File: src/rtl/sensor_regfile.sv
// sensor_regfile: per-ID sensor word table between the receive path and the
// transmit builder. Each entry holds a data word, a valid flag and a saturating
// age counter (cycles since the last write). Reads are single-outstanding with a
// fixed response latency; out-of-range IDs return an error response, and
// out-of-range writes are dropped with a one-cycle notification pulse.
module sensor_regfile #(
    parameter int ID_W      = 8,
    parameter int DATA_W    = 32,
    parameter int DEPTH     = 8,
    parameter int RD_LAT    = 3,
    parameter int AGE_W     = 16,
    parameter int CLR_ON_RD = 0
) (
    input  logic                   sys_clk,
    input  logic                   sys_rst,
    input  logic                   store_data_f,
    input  logic [ID_W+DATA_W-1:0] store_data,
    input  logic                   flush,
    input  logic                   req_id_f,
    input  logic [ID_W-1:0]        req_id,
    output logic                   req_ready,
    output logic [DATA_W-1:0]      req_data,
    output logic                   req_data_f,
    output logic                   req_valid,
    output logic [AGE_W-1:0]       req_age,
    output logic                   req_err,
    output logic                   store_drop
);

    // Latency counter is sized for the largest legal RD_LAT (15).
    localparam int               CNT_W    = 4;
    localparam logic [CNT_W-1:0] CNT_LAST = CNT_W'(RD_LAT - 1);
    // One extra bit so DEPTH = 2^ID_W is representable in the range compare.
    localparam logic [ID_W:0]    DEPTH_C  = (ID_W + 1)'(DEPTH);
    localparam logic [AGE_W-1:0] AGE_MAX  = '1;

    // Age never wraps: once at all-ones it stays there until the next write.
    function automatic logic [AGE_W-1:0] age_sat_inc(input logic [AGE_W-1:0] a);
        if (a == AGE_MAX) begin
            return a;
        end
        return a + AGE_W'(1);
    endfunction

    typedef enum logic {
        ST_IDLE = 1'b0,
        ST_WAIT = 1'b1
    } state_t;

    state_t           r_state;
    state_t           w_state_nxt;
    logic [CNT_W-1:0] r_cnt;
    logic [CNT_W-1:0] w_cnt_nxt;
    logic             w_accept;
    logic             w_rsp;

    logic [ID_W-1:0]   r_rd_id;
    logic              w_rd_in_range;

    logic [ID_W-1:0]   w_wr_id;
    logic [DATA_W-1:0] w_wr_dat;
    logic              w_wr_in_range;

    logic [DATA_W-1:0] w_ent_data  [DEPTH];
    logic              w_ent_valid [DEPTH];
    logic [AGE_W-1:0]  w_ent_age   [DEPTH];

    logic [DATA_W-1:0] w_sel_data;
    logic              w_sel_valid;
    logic [AGE_W-1:0]  w_sel_age;

    logic [DATA_W-1:0] r_req_data;
    logic              r_req_data_f;
    logic              r_req_valid;
    logic [AGE_W-1:0]  r_req_age;
    logic              r_req_err;
    logic              r_store_drop;

    assign w_wr_id       = store_data[ID_W+DATA_W-1:DATA_W];
    assign w_wr_dat      = store_data[DATA_W-1:0];
    assign w_wr_in_range = ({1'b0, w_wr_id} < DEPTH_C);
    assign w_rd_in_range = ({1'b0, r_rd_id} < DEPTH_C);

    // Ready is simply "no request outstanding"; it rises right after the
    // response edge, in the same cycle req_data_f is high.
    assign req_ready = (r_state == ST_IDLE);

    // Request FSM state register, latency counter and latched request ID.
    always_ff @(posedge sys_clk or negedge sys_rst) begin
        if (!sys_rst) begin
            r_state <= ST_IDLE;
            r_cnt   <= '0;
            r_rd_id <= '0;
        end else begin
            r_state <= w_state_nxt;
            r_cnt   <= w_cnt_nxt;
            if (w_accept) begin
                r_rd_id <= req_id;
            end
        end
    end

    // Next-state logic: accept in IDLE, count RD_LAT edges in WAIT, respond.
    always_comb begin
        w_state_nxt = r_state;
        w_cnt_nxt   = r_cnt;
        w_accept    = 1'b0;
        w_rsp       = 1'b0;
        case (r_state)
            ST_IDLE: begin
                if (req_id_f) begin
                    w_accept    = 1'b1;
                    w_state_nxt = ST_WAIT;
                    w_cnt_nxt   = '0;
                end
            end
            ST_WAIT: begin
                if (r_cnt == CNT_LAST) begin
                    w_rsp       = 1'b1;
                    w_state_nxt = ST_IDLE;
                end else begin
                    w_cnt_nxt = r_cnt + CNT_W'(1);
                end
            end
            default: begin
                w_state_nxt = ST_IDLE;
            end
        endcase
    end

    // Per-entry storage. A write always wins over flush and clear-on-read
    // for its own entry; an unwritten entry ages by one each edge.
    for (genvar g = 0; g < DEPTH; g++) begin : g_entry
        logic              w_wr_hit;
        logic              w_rd_clr;
        logic [DATA_W-1:0] r_data;
        logic              r_valid;
        logic [AGE_W-1:0]  r_age;

        assign w_wr_hit = store_data_f && (w_wr_id == ID_W'(g));
        assign w_rd_clr = (CLR_ON_RD != 0) && w_rsp && (r_rd_id == ID_W'(g));

        // Entry data, valid flag and saturating age.
        always_ff @(posedge sys_clk or negedge sys_rst) begin
            if (!sys_rst) begin
                r_data  <= '0;
                r_valid <= 1'b0;
                r_age   <= AGE_MAX;
            end else if (w_wr_hit) begin
                r_data  <= w_wr_dat;
                r_valid <= 1'b1;
                r_age   <= '0;
            end else begin
                r_age <= age_sat_inc(r_age);
                if (flush || w_rd_clr) begin
                    r_valid <= 1'b0;
                end
            end
        end

        assign w_ent_data[g]  = r_data;
        assign w_ent_valid[g] = r_valid;
        assign w_ent_age[g]   = r_age;
    end

    // Read mux on the latched ID; an out-of-range ID matches no entry and
    // falls through to the error-response values.
    always_comb begin
        w_sel_data  = '0;
        w_sel_valid = 1'b0;
        w_sel_age   = AGE_MAX;
        for (int i = 0; i < DEPTH; i++) begin
            if (r_rd_id == ID_W'(i)) begin
                w_sel_data  = w_ent_data[i];
                w_sel_valid = w_ent_valid[i];
                w_sel_age   = w_ent_age[i];
            end
        end
    end

    // Response capture (held until the next response) and drop notification.
    always_ff @(posedge sys_clk or negedge sys_rst) begin
        if (!sys_rst) begin
            r_req_data   <= '0;
            r_req_data_f <= 1'b0;
            r_req_valid  <= 1'b0;
            r_req_age    <= '0;
            r_req_err    <= 1'b0;
            r_store_drop <= 1'b0;
        end else begin
            r_req_data_f <= w_rsp;
            r_store_drop <= store_data_f && !w_wr_in_range;
            if (w_rsp) begin
                r_req_data  <= w_sel_data;
                r_req_valid <= w_sel_valid;
                r_req_age   <= w_sel_age;
                r_req_err   <= !w_rd_in_range;
            end
        end
    end

    assign req_data   = r_req_data;
    assign req_data_f = r_req_data_f;
    assign req_valid  = r_req_valid;
    assign req_age    = r_req_age;
    assign req_err    = r_req_err;
    assign store_drop = r_store_drop;

endmodule

File: config.mk
export PLATFORM = sky130hd
export DESIGN_NAME = sensor_regfile
export DESIGN_NICKNAME = d
export VERILOG_FILES = /design/src/rtl/sensor_regfile.sv
export SDC_FILE = /design/constraint.sdc
export NUM_CORES = 1
export LEC_CHECK = 0
export ABC_CLOCK_PERIOD_IN_PS = 4600
export BUFFER_PORTS_ARGS = -buffer_cell sky130_fd_sc_hd__buf_2
export CAP_MARGIN = 40
export CORE_ASPECT_RATIO = 2
export CORE_MARGIN = 2
export CORE_UTILIZATION = 66
export DETAILED_ROUTE_END_ITERATION = 8
export GPL_TIMING_DRIVEN = 0
export PLACE_DENSITY_LB_ADDON = 0.12
export SLEW_MARGIN = 20
export SYNTH_ARGS = -nofsm -noshare
export SYNTH_HDL_FRONTEND = slang
export SYNTH_SLANG_ARGS = --single-unit
File: constraint.sdc
create_clock -name sys_clk -period 4.6 [get_ports sys_clk]
set_input_delay 0 -clock sys_clk [delete_from_list [all_inputs] [get_ports sys_clk]]
set_output_delay 0 -clock sys_clk [all_outputs]
set_load 0.01 [all_outputs]
# After elaboration in Yosys (flattened, before gate mapping)
# Cells that the tools add are included.
# op_classes
bitwise,1
reduce_logical,22
n_addsub,9
eq_ne,33
mux,74
order_cmp,2
# ops
cell,count
two-way mux 16 bit,24
two-way mux 32 bit,8
"adder 16 x 1 -> 16 bit, second input constant",8
"equality test 16 bit, second input constant",8
"equality test 8 x 3 -> 1 bit, second input constant",8
two-way mux 1 bit,38
"equality test 8 x 2 -> 1 bit, second input constant",4
"inequality test 3 bit, second input constant",8
"equality test 8 x 1 -> 1 bit, second input constant",2
logical NOT 8 bit,2
"< comparator 8 x 4 -> 1 bit, second input constant",2
nonzero test 2 bit,8
logical AND 1 bit,9
two-way mux 4 bit,2
one-hot mux 4 bit (2 select lines),1
"adder 4 x 1 -> 4 bit, second input constant",1
"equality test 4 x 2 -> 1 bit, second input constant",1
"inequality test 2 bit, second input constant",2
logical NOT 1 bit,2
one-hot mux 1 bit (2 select lines),1
AND reduction 2 bit,1
NOT 1 bit,1
# totals
out_inout_bits,53
register_bits,457
word_cells,174
in_bits,53

# Logic depth before layout (Yosys ltp)
# Gate-level depths: netlist of the first run.
# logic_depth
ltp_word,9
depth_mapped,9
mapped_depth_nobuf,7

# Least setup slack after synthesis of the first run
# OpenSTA, ideal clock, no wires.
# synth_timing
kind,register to register
start,reg r_rd_id[4]
end,"reg r_req_data[24], in the netlist req_data[24]"
t_arrival_ps,1847
n_path_buf,1
synth_period_minus_slack_ps,1977
path_stages_with_launch,7
required_ps,4470
setup_ps,130
path_slack_ps,2623
cell_sequence,dfrtp_1 > or3_1 > buf_2 > or4_4 > or2_4 > o22ai_1 > nor3_1
# synth_between
elab_chain_cells,9
elab_cells_between_ends,16
cone_classes,7 x eq/ne; 8 x mux; 1 x reduce/logical
# synth_lines
item,line,rtl
"start, declared",57,logic [ID_W-1:0] r_rd_id;
"start signal, assigned",98,r_rd_id <= req_id;
logical NOT 8 bit,173,if (r_rd_id == ID_W'(i)) begin
two-way mux 32 bit (7 in a row),173,
two-way mux 32 bit (*),173,
"end signal, assigned",194,r_req_data <= w_sel_data;
"end, declared",72,logic [DATA_W-1:0] r_req_data;
# Mark *: on every way between the ends. The rest lies on a longest branch, timed or not.
# A chain may end at the register's enable or synchronous reset.

# Worst setup path after layout of the first run
# layout_timing
start,reg r_cnt[0]
end,"reg r_req_data[18], in the netlist req_data[18]"
# layout_between
elab_chain_cells,3
# layout_lines
item,line,rtl
"start, declared",52,logic [CNT_W-1:0] r_cnt;
"start signal, assigned",96,r_cnt <= w_cnt_nxt;
equality test 4 x 2 -> 1 bit,118,if (r_cnt == CNT_LAST) begin
two-way mux 1 bit,118,
two-way mux 1 bit,109,case (r_state)
via w_rsp,55,logic w_rsp;
# The timed path passes the listed nets, and every way through them passes these cells.

==> results.tsv, run 1 <==
stage	metric	value	unit
pwr	Lkg Pwr	11.70	nW
yosys	Synth area leaders	dfrtp_1 (37%), dfstp_2 (15%), nand2_1 (12%)	
setup_path	Max FO, Critical Path	10	
yosys	synthesized area per cell	9.005	um2
drt	Met1 Wirelength	24630	um
die	Die Y	264.8	um
yosys	top-area cell type share of the netlist area	36.69	%
placement	Post-Place Worst Slack	1648	ps
clock_network	Setup Fix Bufs, Post-CTS	0	
sta	Rel. slew slack	38.66	%
drt	WL/cell	24.10	um
drt	DRC viols	0	
placement	PortBufs	73	
pwr	Final Total Pwr	15.13	mW
sta	final worst path period need	3097	ps
drt	met2 WL	37350	um
yosys	Yosys top cell by area	dfrtp_1	
setup_path	Worst Path Buf+Inv	5	
yosys	Seq cells post-synth	457	
sta	RSZ-0062 raised after global routing	false	
yosys	syn_nets	2555	
yosys	Ys Warns	0	
global_route	antenna violations before repair	1	
setup_path	most used cell, CP	clkbuf_1	
placement	Detail Placement HPWL	53950	um
die	Die X	134.4	um
clock_network	depth of the CTS H-tree	2	
drt	Antenna Nets Post-Route	0	
global_route	first-pass GRT wire length	115700	um
yosys	Seq/Total Area, Yosys	51.67	%
setup_path	CP arrival	3560	ps
pwr	maximum VDD drop	0.4769	mV
clock_network	cts repair resizes	0	
drt	Initial DRT Pass Iterations	8	
die	Die ar.	35580	um2
drt	met3 routed wirelength	5606	um
clock_network	Clock Tree Root	clkbuf_16	
sta	final setup vio count	0	
sta	max-slew violations	0	
setup_path	Crit Path Class	flop to flop	
finish	Cell Count, Final, Fillers Out	3144	
die	core area	33520	um2
drt	vias	20310	
finish	filler instances	2452	
drt	top sig layer	met5	
setup_path	Crit. End Element	flop	
status	status	finished clean	
global_route	vias in the first global route	20410	
setup_path	Crit-path slowest cell	clkbuf_1	
clock_network	Num CTS Buffers	40	
yosys	synthesized area	22440	um2
clock_network	clk_lat worst skew	560	ps
clock_network	clk sinks	457	
global_route	largest net degree at the start of global routing	105	
sta	Final Hold Vio Count	0	
flow_run	Max Cap Viol	0	
sta	WHS	28.48	ps
setup_path	Worst path top cell family by delay	buffers and inverters	
sta	Final WS setup	1503	ps
finish	Multi-input gate area	10030	um2
finish	nets@finish	2740	
die	Ports	106	
sta	f_max	0.3229	GHz
setup_path	Critical Path Source Type	flop	
drt	DR iter-0 viols	2015	
worst_hold_path	Hold/Removal Path Class	input port to async pin	
sta	worst slew pin tran	920.0	ps
placement	gp weighted congestion	0.9839	
drt	routed wire length	75760	um
placement	placed cell count	3014	
yosys	Top FF cell, synth	dfrtp_1	
sta	skew final	16.04	ps
setup_path	Cell Chain, Critical Path	inv_1, ha_1, nand4bb_1, clkbuf_1, inv_1, clkbuf_1, clkbuf_1, o21ai_0, a21oi_1	
clock_network	clock transition at the registers of the reported paths	70	ps
yosys	Post-Syn Instances	2492	
finish	register area	11600	um2
setup_path	CP Data Required Time	5060	ps
finish	Layout area overhead	13.60	%
sta	fin crit share	67.32	%
setup_path	RR Startpoint	r_cnt[0]	
clock_network	clock tree buffer depth	3	
setup_path	FF-to-FF setup slack	1500	ps
die	FP Rows	95	
setup_path	worst reg2reg path endpoint	req_data[18]	
yosys	Netlist cell types	68	
clock_network	CTS tree	built	
pwr	Power Density	593.5	nW/um2
yosys	Post-synth EDFFs	0	
finish	fraction of layout instances using a drive strength above 1	14.96	%
yosys	async set-reset flop share out of synthesis	100.0	%
die	Initial Util	66.95	%
finish	final core occ	76.06	%
global_route	total track usage	43.09	%
drt	Vias per Instance	6.460	
setup_path	CP peak stage delay	620	ps
global_route	grt ovf	0	
setup_path	R2R depth	9	
worst max path at each step:
stage                     cells past startpoint                 end        from  slack (ps)
after detailed placement                      8          req_age[8]  r_rd_id[1]        1650
after floorplan                               6        req_data[24]  r_rd_id[4]        2620
after global placement                        1  g_entry[7].r_valid     sys_rst       -5280
after global routing                          9         req_data[9]    r_cnt[0]        1400
final                                         9        req_data[18]    r_cnt[0]        1500
after CTS                                     8          req_age[9]  r_rd_id[1]        1620
Yosys cell counts (6+ instances only):
library cell and n:
and4_1 13, mux2_2 65, o21ai_1 9, nor2b_1 9, a2bb2oi_1 11, clkbuf_1 127, a22oi_1 6, nand4_1 30
nor3_1 56, a31oi_1 31, buf_1 16, o2bb2ai_1 22, dfrtp_1 329, nor4b_1 6, a211oi_1 21, nand2_1 721
nor2_1 178, xor2_1 24, o22ai_1 57, mux2i_1 50, buf_2 22, dfstp_2 128, nor3b_1 6, inv_1 35
nand3_1 57, or3_1 40, o21ai_0 128, o211ai_1 6, o22a_1 10, ha_1 10, xnor2_1 56, a21oi_1 89
and3_1 23, nor4_1 8, nand2b_1 12, a31o_2 10
metal layers:
metal / up-vias / GRT usage (%)
met5: - / 0
met4: 4 / 37.70
met3: 429 / 7.497
met2: 1138 / 72.38
met1: 9854 / 46.09
li1: 8884 / -
layout by cell type (no fill, tap or decap), types with 65 or more instances in the layout:
master	Yosys	layout
nand2_1	721	721
dfrtp_1	329	329
mux2_2	65	65
o21ai_0	128	128
dfstp_2	128	128
a21oi_1	89	89
nor2_1	178	178
buf_2	22	97
clkbuf_1	127	135
sequential cells by signal (all words and copies together) (netlist names), 4 cells and up:
name / count
g_entry.r_age: 128
req_data: 32
req_age: 16
g_entry.r_data: 256
r_rd_id: 8
g_entry.r_valid: 8
r_cnt: 4
layout make-up:
| type | instances | area share [%] |
|---|---|---|
| Inverter | 35 | 0.5153 |
| Tap cell | 436 | 2.140 |
| Timing Repair Buffer | 143 | 4.476 |
| Sequential cell | 457 | 45.48 |
| Buffer | 169 | 2.685 |
| Clock inverter | 19 | 0.9717 |
| Clock buffer | 53 | 4.358 |
| Multi-Input combinational cell | 1831 | 39.36 |
| Antenna cell | 1 | 0.009815 |
repair_timing:
action,CTS,global route
hold endpoints to repair,421,0
hold buffers,51,0
endpoints found under the setup margin,0,0
through the flow:
step / setup TNS, ps / cell area (um2)
finish: 0 / 25490
floorplan: 0 / 22440
global route: 0 / 25490
global placement: -2018820 / 23350
detailed placement: 0 / 23570
CTS: 0 / 25430
logic make-up after synthesis:
family	Yosys count	share of synthesized area, %
buffers and inverters	204	3.635
flip-flops	457	51.67
AO/OA/AOI/OAI	432	11.96
AND/OR/NAND/NOR	1190	23.15
multiplexers	119	5.893
adder cells (fa/ha/maj)	10	0.5575
XOR/XNOR	80	3.122
power by group:
group          internal, mW  total [mW]  switching [mW]
logic                  1.82        5.06            3.23
registers              5.33        6.48            1.15
clock network          2.04        3.59            1.55
total                  9.20        15.1            5.93
(Power assumes the default switching activity.)
==> run 2, diff against run 1 <==
--- a/config.mk
+++ b/config.mk
@@ -5,12 +5,12 @@
 export SDC_FILE = /design/constraint.sdc
 export NUM_CORES = 1
 export LEC_CHECK = 0
-export ABC_CLOCK_PERIOD_IN_PS = 4600
+export ABC_CLOCK_PERIOD_IN_PS = 2650
 export BUFFER_PORTS_ARGS = -buffer_cell sky130_fd_sc_hd__buf_2
 export CAP_MARGIN = 40
 export CORE_ASPECT_RATIO = 2
 export CORE_MARGIN = 2
-export CORE_UTILIZATION = 66
+export CORE_UTILIZATION = 56
 export DETAILED_ROUTE_END_ITERATION = 8
 export GPL_TIMING_DRIVEN = 0
 export PLACE_DENSITY_LB_ADDON = 0.12
==> constraint.sdc (replaced) <==
create_clock -name sys_clk -period 2.65 [get_ports sys_clk]
set_input_delay 0 -clock sys_clk [delete_from_list [all_inputs] [get_ports sys_clk]]
set_output_delay 0 -clock sys_clk [all_outputs]
set_load 0.01 [all_outputs]
==> results.tsv, run 2 (same netlist as run 1, synthesis figures left out) <==
stage	metric	value	unit
setup_path	Crit Path Class	flop to flop	
global_route	antenna violations before repair	1	
finish	cell area after layout	25780	um2
global_route	vias in the first global route	20100	
pwr	maximum VDD drop	0.8436	mV
clock_network	depth of the CTS H-tree	2	
finish	register with the most flip-flops	g_entry.r_data	
finish	fraction of layout instances using a drive strength above 1	15.86	%
global_route	grt ovf	0	
global_route	busiest grt layer	met2	
drt	vias	19770	
pwr	Final Total Pwr	26.48	mW
finish	Layout area overhead	14.90	%
sta	max-slew violations	0	
die	Initial Util	56.72	%
clock_network	clk_lat worst skew	570	ps
die	Die Y	287.1	um
setup_path	Worst Setup SP	r_cnt[0]	
sta	final worst path period need	2683	ps
sta	Rel. slew slack	37.93	%
setup_path	Max FO, Critical Path	10	
clock_network	Num CTS Buffers	41	
sta	setup TNS	-32.82	ps
drt	routed wire length	76570	um
pwr	Power Density	1027	nW/um2
global_route	first-pass GRT wire length	116400	um
sta	Final Hold Vio Count	2	
clock_network	clk sinks	457	
clock_network	CTS tree	built	
finish	number of flip-flops in the largest register	256	
drt	WL/cell	23.64	um
setup_path	FF-to-FF setup slack	-30	ps
status	violated checks	hold timing, setup timing	
sta	RSZ-0062 raised after global routing	true	
setup_path	Crit. End Element	flop	
setup_path	worst reg2reg path endpoint	req_data[28]	
sta	WHS	-39.10	ps
sta	f_max	0.3727	GHz
sta	final setup vio count	1	
die	Die X	145.6	um
die	Ports	106	
drt	DRC viols	0	
setup_path	CP arrival	3100	ps
pwr	Lkg Pwr	11.81	nW
sta	Final WS setup	-32.82	ps
placement	Detail Placement HPWL	55330	um
drt	Initial DRT Pass Iterations	7	
finish	final core occ	65.17	%
global_route	largest net degree at the start of global routing	90	
setup_path	CP Data Required Time	3070	ps
setup_path	RR Startpoint	r_cnt[0]	
die	FP Rows	103	
finish	nets@finish	2744	
global_route	GRT met2 Usage	62.58	%
setup_path	Worst Setup EP	req_data[28]	
drt	DR iter-0 viols	1657	
flow_run	Max Cap Viol	0	
placement	gp weighted congestion	0.9542	
global_route	met3 Use GR	5.190	%
finish	most frequent cells in the layout	nand2_1 (721), dfrtp_1 (329), nor2_1 (176), dfstp_2 (128), o21ai_0 (125)	
global_route	M1 GR Usage	39.13	%
clock_network	clock tree buffer depth	3	
die	Die ar.	41790	um2
placement	PortBufs	73	
setup_path	R2R depth	8	
worst_hold_path	Hold/Removal Path Class	input port to flop	
finish	commonest non-fill, non-tap cell in the layout	nand2_1	
drt	Antenna Nets Post-Route	0	
drt	Vias per Instance	6.104	
worst_hold_path	Hold Startpoint	store_data[36]	
setup_path	Critical Path Source Type	flop	
sta	worst slew pin tran	931.0	ps
status	status	finished with violations	
die	core area	39560	um2
clock_network	clock transition at the registers of the reported paths	70	ps
sta	skew final	22.64	ps
placement	Area after DPL	23700	um2
global_route	total track usage	36.66	%
sta	fin crit share	101.2	%
clock_network	Clock Tree Root	clkbuf_16	
run 2: how the worst min path moves through the flow:
stage | end | slack [ps] | cells past startpoint
final | g_entry[3].r_data[3] | -40 | 6
after global routing | g_entry[3].r_data[3] | 9 | 6
after CTS | g_entry[3].r_data[2] | 50 | 6
after detailed placement | g_entry[7].r_data[9] | -30 | 1
after global placement | r_cnt[3] | 200 | 2
after floorplan | g_entry[0].r_data[0] | -300 | 0
run 2: cell type report:
class | instances | area [um2]
repair buffers | 147 | 1207
diodes | 2 | 5.005
multi-input cells | 1831 | 10060
well taps | 525 | 656.9
inverters | 35 | 131.4
plain buffers | 168 | 705.7
clock inverters | 10 | 158.9
clock buffers | 64 | 1265
fillers | 3389 | 13780
flip-flops and latches | 457 | 11600
run 2: routing by layer:
| metal | vias up | share of wire (%) |
|---|---|---|
| met5 | - | 0 |
| li1 | 8876 | - |
| met3 | 350 | 6.5 |
| met2 | 927 | 49 |
| met4 | 0 | 11 |
| met1 | 9618 | 34 |
run 2: where the power goes:
group | total, mW | leakage [nW] | switching, mW | internal, mW
combinational | 8.72 | 5.43 | 5.53 | 3.19
sequential | 11.3 | 5.68 | 2.09 | 9.25
clock | 6.42 | 0.694 | 2.73 | 3.68
run 2: critical path, stage by stage, from the launching register on:
cell and delay (ps):
dfrtp_1 420, inv_1 80, ha_1 150, nand4bb_1 270
clkbuf_2 310, clkbuf_2 330, clkbuf_2 340, nor3_1 560
nor2_1 80
run 2: repair_timing:
item,in CTS,in global routing
gates resized for setup,15,20
pin swaps,0,0
endpoints found under the setup margin,47,125
hold endpoints to repair,444,0
hold buffers,52,0
cloned,0,1
buffers inserted,0,2
run 2: per-stage QoR:
step                      setup WS, ps  std cells
after floorplan                  672.5       2492
after global placement           -7458       3090
after detailed placement        -335.9       3104
after CTS                       -72.82       3230
after global routing            -8.007       3238
final                           -32.82       3239
==> run 3, diff against run 2 <==
--- a/config.mk
+++ b/config.mk
@@ -12,7 +12,6 @@
 export CORE_MARGIN = 2
 export CORE_UTILIZATION = 56
 export DETAILED_ROUTE_END_ITERATION = 8
-export GPL_TIMING_DRIVEN = 0
 export PLACE_DENSITY_LB_ADDON = 0.12
 export SLEW_MARGIN = 20
 export SYNTH_ARGS = -nofsm -noshare
==> results.tsv, run 3 (same netlist as run 1, synthesis figures left out) <==
stage	metric	value	unit
status	status	finished clean	
placement	gp weighted congestion	0.9368	
clock_network	clk sinks	457	
setup_path	Worst Setup EP	req_data[21]	
sta	final worst path period need	2303	ps
placement	Detail Placement HPWL	46860	um
finish	Layout area overhead	14.46	%
setup_path	Max FO, Critical Path	36	
pwr	maximum VDD drop	0.6471	mV
clock_network	Clock Tree Root	clkbuf_16	
finish	fraction of layout instances using a drive strength above 1	18.05	%
drt	routed wire length	70180	um
setup_path	Crit Path Class	flop to flop	
sta	f_max	0.4343	GHz
clock_network	clock tree buffer depth	3	
die	Die X	145.6	um
finish	number of flip-flops in the largest register	256	
pwr	Final Total Pwr	26.37	mW
worst_hold_path	Hold/Removal Path Class	input port to async pin	
pwr	Power Density	1027	nW/um2
flow_run	Max Cap Viol	0	
global_route	first-pass GRT wire length	109600	um
placement	PortBufs	105	
setup_path	Worst Setup SP	r_rd_id[0]	
drt	vias	19110	
setup_path	most used cell, CP	nor3_1	
setup_path	CP Depth	6	
setup_path	R2R depth	6	
die	Die ar.	41790	um2
sta	worst slew pin tran	779.9	ps
setup_path	FF-to-FF setup slack	350	ps
die	Ports	106	
global_route	vias in the first global route	19720	
setup_path	RR Startpoint	r_rd_id[0]	
drt	Vias per Instance	6.067	
clock_network	Num CTS Buffers	42	
setup_path	Crit-path slowest cell	dfrtp_4	
setup_path	CP arrival	2720	ps
setup_path	Crit. End Element	flop	
drt	DR iter-0 viols	1353	
clock_network	clock transition at the registers of the reported paths	70	ps
global_route	largest net degree at the start of global routing	86	
finish	most frequent cells in the layout	nand2_1 (721), dfrtp_1 (327), nor2_1 (175), o21ai_0 (128), dfstp_2 (128)	
setup_path	worst reg2reg path endpoint	req_data[21]	
setup_path	Worst Path Buf+Inv	1	
drt	Initial DRT Pass Iterations	7	
setup_path	Cell Chain, Critical Path	buf_4, nand2_1, nor2_1, nor3_1, a2111oi_0, nor3_1	
sta	RSZ-0062 raised after global routing	false	
clock_network	depth of the CTS H-tree	2	
setup_path	Worst path top cell family by delay	simple AND/OR/NAND/NOR gates	
die	FP Rows	103	
global_route	grt ovf	0	
drt	Antenna Nets Post-Route	0	
finish	register with the most flip-flops	g_entry.r_data	
clock_network	clk_lat worst skew	560	ps
die	core area	39560	um2
sta	max-slew violations	0	
finish	nets@finish	2651	
sta	setup TNS	0	ps
sta	fin crit share	86.89	%
drt	DRC viols	0	
pwr	Lkg Pwr	11.83	nW
die	Die Y	287.1	um
setup_path	CP peak stage delay	550	ps
setup_path	CP Data Required Time	3070	ps
clock_network	Setup Fix Bufs, Post-CTS	0	
setup_path	Critical Path Source Type	flop	
global_route	antenna violations before repair	2	
global_route	total track usage	33.71	%
sta	Rel. slew slack	47.33	%
sta	skew final	12.58	ps
clock_network	CTS tree	built	
sta	final setup vio count	0	
finish	commonest non-fill, non-tap cell in the layout	nand2_1	
sta	Final Hold Vio Count	0	
drt	WL/cell	22.29	um
die	Initial Util	56.72	%
==> run 3: changes by cell type in the layout (fill, tap and decap cells not counted), moves of 3 or more <==
cell	delta
clkbuf_1	-107
buf_4	+45
clkbuf_2	-17
buf_12	+16
buf_1	-15
buf_6	-10
buf_2	+8
buf_16	-5
clkbuf_8	-5
bufinv_16	+3
dlygate4sd3_1	-3
o21ai_0	+3
o21ai_1	-3
==> run 3: worst reg2reg max path, cell delays in order (launching register included) <==
cell       delay [ps]
dfrtp_4           550
buf_4             540
nand2_1           260
nor2_1            180
nor3_1             60
a2111oi_0         450
nor3_1            120
==> run 3: area by class of cell <==
| cell class | count | area, um2 |
|---|---|---|
| antenna | 3 | 7.507 |
| clock buffer | 62 | 1207 |
| clock inverter | 15 | 259.0 |
| fill | 3344 | 13880 |
| inverter | 35 | 131.4 |
| multi-input combinational | 1831 | 10090 |
| sequential | 457 | 11600 |
| tap | 525 | 656.9 |
| timing repair buffer | 221 | 1729 |
==> run 3: per-stage QoR <==
| step | std cells | cell area [um2] | setup slack, ps | hold WS [ps] | utilization (%) |
|---|---|---|---|---|---|
| after floorplan | 2492 | 22440 | 672.5 | -295.6 | - |
| after global placement | 3020 | 23720 | 343.8 | 58.73 | 59.96 |
| after detailed placement | 3020 | 23720 | 419.6 | 66.39 | 59.96 |
| after CTS | 3146 | 25680 | 381.8 | 15.87 | 64.90 |
| after global routing | 3148 | 25680 | 185.5 | 67.58 | 64.92 |
| final | 3149 | 25690 | 347.4 | 29.41 | 64.92 |
==> run 3: power breakdown <==
| group | internal (mW) | switching [mW] | total [mW] |
|---|---|---|---|
| registers | 9.26 | 2.11 | 11.4 |
| logic | 3.27 | 5.17 | 8.44 |
| clock network | 3.85 | 2.71 | 6.57 |
| total | 16.4 | 9.99 | 26.4 |
==> run 3: timing repair <==
item                                   CTS  global route
gates resized for setup                  0             0
hold buffers                            49             0
endpoints found under the hold margin  392             0
==> run 3: worst min-delay path by stage <==
stage | slack (ps) | depth (start not counted) | end
floorplan | -300 | 0 | g_entry[0].r_data[0]
global placement | 60 | 1 | g_entry[5].r_data[3]
detailed placement | 70 | 1 | g_entry[5].r_data[3]
CTS | 20 | 4 | g_entry[7].r_age[4]
global route | 70 | 4 | g_entry[7].r_age[2]
finish | 30 | 2 | g_entry[5].r_data[3]
==> run 3: layer usage <==
layer	track usage, %	vias up	wire length (um)
met1	36.75	9390	24520
met5	0	-	0
met3	4.810	266	3955
met4	23.75	0	5541
met2	60.13	746	36160
li1	-	8703	-
